--- config.mk ---
export PLATFORM = sky130hd
export DESIGN_NAME = divide_mode_ctrl_flat
export DESIGN_NICKNAME = d
export VERILOG_FILES = /design/src/rtl/divide_mode_ctrl_if.sv /design/src/rtl/divide_mode_ctrl.sv /design/src/flat_wrapper.sv
export SDC_FILE = /design/constraint.sdc
export NUM_CORES = 1
export LEC_CHECK = 0
export CAP_MARGIN = 25
export CELL_PAD_IN_SITES_DETAIL_PLACEMENT = 2
export CELL_PAD_IN_SITES_GLOBAL_PLACEMENT = 2
export CORE_ASPECT_RATIO = 1.4
export CORE_MARGIN = 2
export CORE_UTILIZATION = 39
export DETAILED_ROUTE_END_ITERATION = 8
export PLACE_DENSITY_LB_ADDON = 0.1
export SYNTH_ARGS = -nofsm -noshare
export SYNTH_HDL_FRONTEND = slang
export SYNTH_SLANG_ARGS = --single-unit
--- constraint.sdc ---
create_clock -name clk -period 2.4 [get_ports clk]
set_input_delay 0.6 -clock clk [delete_from_list [all_inputs] [get_ports clk]]
set_output_delay 0.6 -clock clk [all_outputs]
set_load 0.02 [all_outputs]
--- src/rtl/divide_mode_ctrl_if.sv ---
// Button, load and mode-word signals between the mode selector and its host.
// The divider side only consumes control/mode_chg.
interface divide_mode_ctrl_if;
  logic       btn_up;
  logic       btn_down;
  logic       load;
  logic [1:0] load_mode;
  logic [1:0] control;
  logic       mode_chg;

  modport slave (
    input  btn_up,
    input  btn_down,
    input  load,
    input  load_mode,
    output control,
    output mode_chg
  );

  modport master (
    output btn_up,
    output btn_down,
    output load,
    output load_mode,
    input  control,
    input  mode_chg
  );
endinterface

--- src/rtl/divide_mode_ctrl.sv ---
// Divide-mode selector: synchronizes and debounces up/down buttons, steps a wrapping
// 2-bit mode word on each press, and accepts a direct load that overrides button events.
module divide_mode_ctrl #(
  parameter int unsigned DEBOUNCE_CYCLES = 250000,
  parameter int unsigned CNT_W           = $clog2(DEBOUNCE_CYCLES)
) (
  input  logic               clk,
  input  logic               reset,
  divide_mode_ctrl_if.slave  bus
);

  localparam logic [CNT_W-1:0] CntMax = CNT_W'(DEBOUNCE_CYCLES - 1);

  // Bit 0 is the up button, bit 1 the down button.
  logic [1:0]       btn_raw;
  logic [1:0]       sync1_q, sync1_d;
  logic [1:0]       sync2_q, sync2_d;
  logic [1:0]       db_q, db_d;
  logic [1:0]       db_prev_q, db_prev_d;
  logic [CNT_W-1:0] cnt_q [2];
  logic [CNT_W-1:0] cnt_d [2];
  logic [1:0]       press;
  logic [1:0]       control_q, control_d;
  logic             mode_chg_q, mode_chg_d;

  assign btn_raw = {bus.btn_down, bus.btn_up};

  // Synchronizer and debounce next state.
  always_comb begin
    sync1_d   = btn_raw;
    sync2_d   = sync1_q;
    db_d      = db_q;
    db_prev_d = db_q;
    for (int i = 0; i < 2; i++) begin
      cnt_d[i] = cnt_q[i];
      if (sync2_q[i] == db_q[i]) begin
        cnt_d[i] = '0;
      end else if (cnt_q[i] == CntMax) begin
        db_d[i]  = sync2_q[i];
        cnt_d[i] = '0;
      end else begin
        cnt_d[i] = cnt_q[i] + 1'b1;
      end
    end
  end

  // Rising edge of the debounced level only; releases are ignored.
  assign press = db_q & ~db_prev_q;

  // Mode word update: load beats any button event, and an up/down tie cancels out.
  always_comb begin
    control_d = control_q;
    if (bus.load) begin
      control_d = bus.load_mode;
    end else begin
      unique case (press)
        2'b01:   control_d = control_q + 2'd1;
        2'b10:   control_d = control_q - 2'd1;
        default: control_d = control_q;
      endcase
    end
    mode_chg_d = (control_d != control_q);
  end

  always_ff @(posedge clk or negedge reset) begin
    if (!reset) begin
      sync1_q    <= '0;
      sync2_q    <= '0;
      db_q       <= '0;
      db_prev_q  <= '0;
      for (int i = 0; i < 2; i++) begin
        cnt_q[i] <= '0;
      end
      control_q  <= '0;
      mode_chg_q <= 1'b0;
    end else begin
      sync1_q    <= sync1_d;
      sync2_q    <= sync2_d;
      db_q       <= db_d;
      db_prev_q  <= db_prev_d;
      for (int i = 0; i < 2; i++) begin
        cnt_q[i] <= cnt_d[i];
      end
      control_q  <= control_d;
      mode_chg_q <= mode_chg_d;
    end
  end

  assign bus.control  = control_q;
  assign bus.mode_chg = mode_chg_q;

endmodule
--- src/flat_wrapper.sv ---
// flat-port wrapper written by rule: the top's interface ports become plain ports
module divide_mode_ctrl_flat 
#(
  parameter int unsigned DEBOUNCE_CYCLES = 250000,
  parameter int unsigned CNT_W           = $clog2(DEBOUNCE_CYCLES)
)
  (clk, reset, bus_btn_up, bus_btn_down, bus_load, bus_load_mode, bus_control, bus_mode_chg);
  divide_mode_ctrl_if bus_i ();
  input  logic clk;
  input  logic reset;
  input wire logic [$bits(bus_i.btn_up)-1:0] bus_btn_up;
  input wire logic [$bits(bus_i.btn_down)-1:0] bus_btn_down;
  input wire logic [$bits(bus_i.load)-1:0] bus_load;
  input wire logic [$bits(bus_i.load_mode)-1:0] bus_load_mode;
  output wire logic [$bits(bus_i.control)-1:0] bus_control;
  output wire logic [$bits(bus_i.mode_chg)-1:0] bus_mode_chg;
  assign bus_i.btn_up = bus_btn_up;
  assign bus_i.btn_down = bus_btn_down;
  assign bus_i.load = bus_load;
  assign bus_i.load_mode = bus_load_mode;
  assign bus_control = bus_i.control;
  assign bus_mode_chg = bus_i.mode_chg;
  divide_mode_ctrl #(.DEBOUNCE_CYCLES(DEBOUNCE_CYCLES), .CNT_W(CNT_W)) u_core (.clk(clk), .reset(reset), .bus(bus_i));
endmodule
==> impl_metrics.json <==
{
  "status": "finished, final reports clean",
  "critical_path.cell_chain": "clkdlybuf4s50_1",
  "die_h_um": 93.7,
  "synth_top_family_by_area": "simple AND/OR/NAND/NOR gates",
  "clkLatencyLatePin_ns": 0.29,
  "first_pass_iters": 2,
  "finClkSkew_ns": 0.00785,
  "max_cap_violations": 0,
  "layout_common_cells": "47 x dfrtp_1, 37 x nor2_1, 25 x xnor2_1, 13 x nand2_1, 13 x nand3_1",
  "io_pins": 10,
  "grt.total_usage": 0.192,
  "cts_tree": "done",
  "gp_congestion": 0.822,
  "period_needed_ns": 1.98,
  "cellLeakagePower_nw": 0.995,
  "drc": 0,
  "synth-edff-count": 0,
  "drive_gt1_frac": 0.0773,
  "path_depth": 1,
  "fmax_mhz": 505,
  "synthMuxAreaShare": 0.0100,
  "start_util": 0.406,
  "path_clk_slew_ns": 0.08,
  "final_nets": 244,
  "cts.sinks": 47,
  "io_buffer_count": 9,
  "synthXorXnorAreaFrac": 0.133,
  "setup_viol_count_final": 0,
  "yosysUniqueCellTypes": 31,
  "ir_drop_v": 0.000174,
  "powerDensity_nw_per_um2": 539,
  "end_kind": "primary output",
  "whs_ns": 0.261,
  "areaGrowthSynthToFinish_pct": 11.7,
  "hp-class": "input pin to async pin",
  "wl_met3_um": 66,
  "die_w_um": 68.1,
  "startpoint_type": "register",
  "worstPathArrival_ns": 1.38,
  "setup_tns_ns": 0,
  "final_cell_count_no_fill": 301,
  "period_share": 0.825,
  "drtIter0Drc": 48,
  "dpl.cell_count": 295,
  "vias": 1660,
  "top_layer_used": "met4",
  "hold_buffers": 0,
  "routedWlPerCell_um": 17.9,
  "cts-root-buf": "clkbuf_8",
  "worst_pin_slew_ns": 0.525,
  "critPathTopFamily": "buffers and inverters",
  "grt_pass1_vias": 1959,
  "synth_area_um2": 2240,
  "synth_flop_cell": "dfrtp_1",
  "drv_slew": 0,
  "n_antenna_cell": 0,
  "cts.repair.resized": 0,
  "finish.utilization": 0.454,
  "synth_adder_area_share": 0.0167,
  "via_per_inst": 5.51,
  "critical-path-max-stage-delay_ns": 0.65,
  "required_ns": 1.80,
  "synth_compound_area_frac": 0.0452,
  "rows": 32,
  "drt-total-wl_um": 5400,
  "ys_warn_count": 0,
  "cts_buffers": 5,
  "core_um2": 5530,
  "die-area_um2": 6380,
  "antenna_found_initial": 0,
  "power_mw": 1.35,
  "synthCells": 217,
  "wl_met2_um": 3190,
  "async_flop_share": 1.00,
  "ys_ff_latch": 47,
  "dp_hpwl_um": 4100,
  "synth-seq-area-share": 0.524,
  "crit_slowest_cell": "clkdlybuf4s50_1",
  "synth_fp_nets": 227,
  "grt_overflow": 0,
  "path_buf_inv": 1,
  "rsz0062_at_grt": "false",
  "synthSimpleGateAreaFrac": 0.253,
  "worstPathMaxFanout": 4,
  "rrSetupSlack_ns": 0.48,
  "reg2reg_depth": 4,
  "post-cts-setup-buffer-count": 0,
  "crit_type": "register to primary output",
  "ant_nets": 0,
  "met1_length_um": 2060,
  "final_common_cell": "dfrtp_1",
  "h-tree-depth": 2,
  "grt_pass1_wl_um": 9270,
  "hold_viol": 0,
  "syn_area_per_cell_um2": 10.3,
  "grt_max_degree": 28,
  "timing.slew.headroom": 0.647,
  "cts_buffer_depth": 2
}
where the power goes:
group	total [mW]	internal, mW	switching (mW)
Clock	0.439	0.195	0.244
Combinational	0.0885	0.0376	0.0508
Sequential	0.823	0.807	0.0162
stage by stage:
| stage | worst slack, ns | cell area (µm²) |
|---|---|---|
| 6_report | 0.421 | 2510 |
| 2_1_floorplan | 0.630 | 2240 |
| 4_1_cts | 0.407 | 2510 |
| 3_3_place_gp | 0.652 | 2430 |
| 3_5_place_dp | 0.582 | 2430 |
| 5_1_grt | 0.374 | 2510 |
cell families after synthesis:
family | after synthesis
AO/OA/AOI/OAI | 15
XOR/XNOR | 34
adder cells (fa/ha/maj) | 3
buffers and inverters | 9
flip-flops | 47
multiplexers | 2
AND/OR/NAND/NOR | 107
layer usage:
metal,vias up,global-route usage
met4,0,0.0600
met5,-,0
met1,857,0.210
met3,7,0.0300
met2,11,0.364
li1,785,-
cell type report:
type / count / area [µm²]
Fill cell: 598 / 3020
Sequential cell: 47 / 1180
Multi-Input combinational cell: 161 / 1030
Timing Repair Buffer: 12 / 120
Tap cell: 68 / 85.1
Clock buffer: 6 / 72.6
Inverter: 7 / 26.3
registers in the layout, indices dropped and copies added, names as in the netlist:
register / cells
u_core.db_prev_q: 2
u_core.sync2_q: 2
u_core.bus.control: 2
u_core.bus.mode_chg: 1
u_core.db_prev_d: 2
u_core.sync1_q: 2
u_core.cnt_q: 36
worst register-to-register path: cells and delay by family (launching register included):
kind	cells	cell delay, ns
and+or+nand+nor	3	0.97
muxes	1	0.38
DFF	1	0.46
worst paths after layout:
check	startpoint	end
max	u_core.bus.control[0]	bus_control[0]
min	reset	u_core.cnt_q[26]
max reg2reg	u_core.cnt_q[11]	u_core.db_prev_d[1]
min reg2reg	u_core.sync1_q[0]	u_core.sync2_q[0]
max in group asynchronous	reset	u_core.cnt_q[30]
min in group clk	u_core.sync1_q[0]	u_core.sync2_q[0]
cells in the mapped netlist (2+ instances only):
library cell | number | area share
dfrtp_1 | 47 | 0.52
buf_4 | 2 | 0.0067
o21ai_0 | 6 | 0.013
ha_1 | 3 | 0.017
nand3_1 | 13 | 0.029
nand2_1 | 13 | 0.022
and4_1 | 2 | 0.0078
nor3_1 | 6 | 0.013
xnor2_1 | 25 | 0.098
nor2_1 | 37 | 0.062
o41ai_2 | 2 | 0.015
nor4_1 | 12 | 0.033
mux2_2 | 2 | 0.010
or3_1 | 2 | 0.0056
nand4_1 | 8 | 0.022
nor2b_1 | 4 | 0.011
a21oi_1 | 5 | 0.011
xor2_1 | 9 | 0.035
inv_1 | 7 | 0.012
Power figures use the tool's default switching activity.
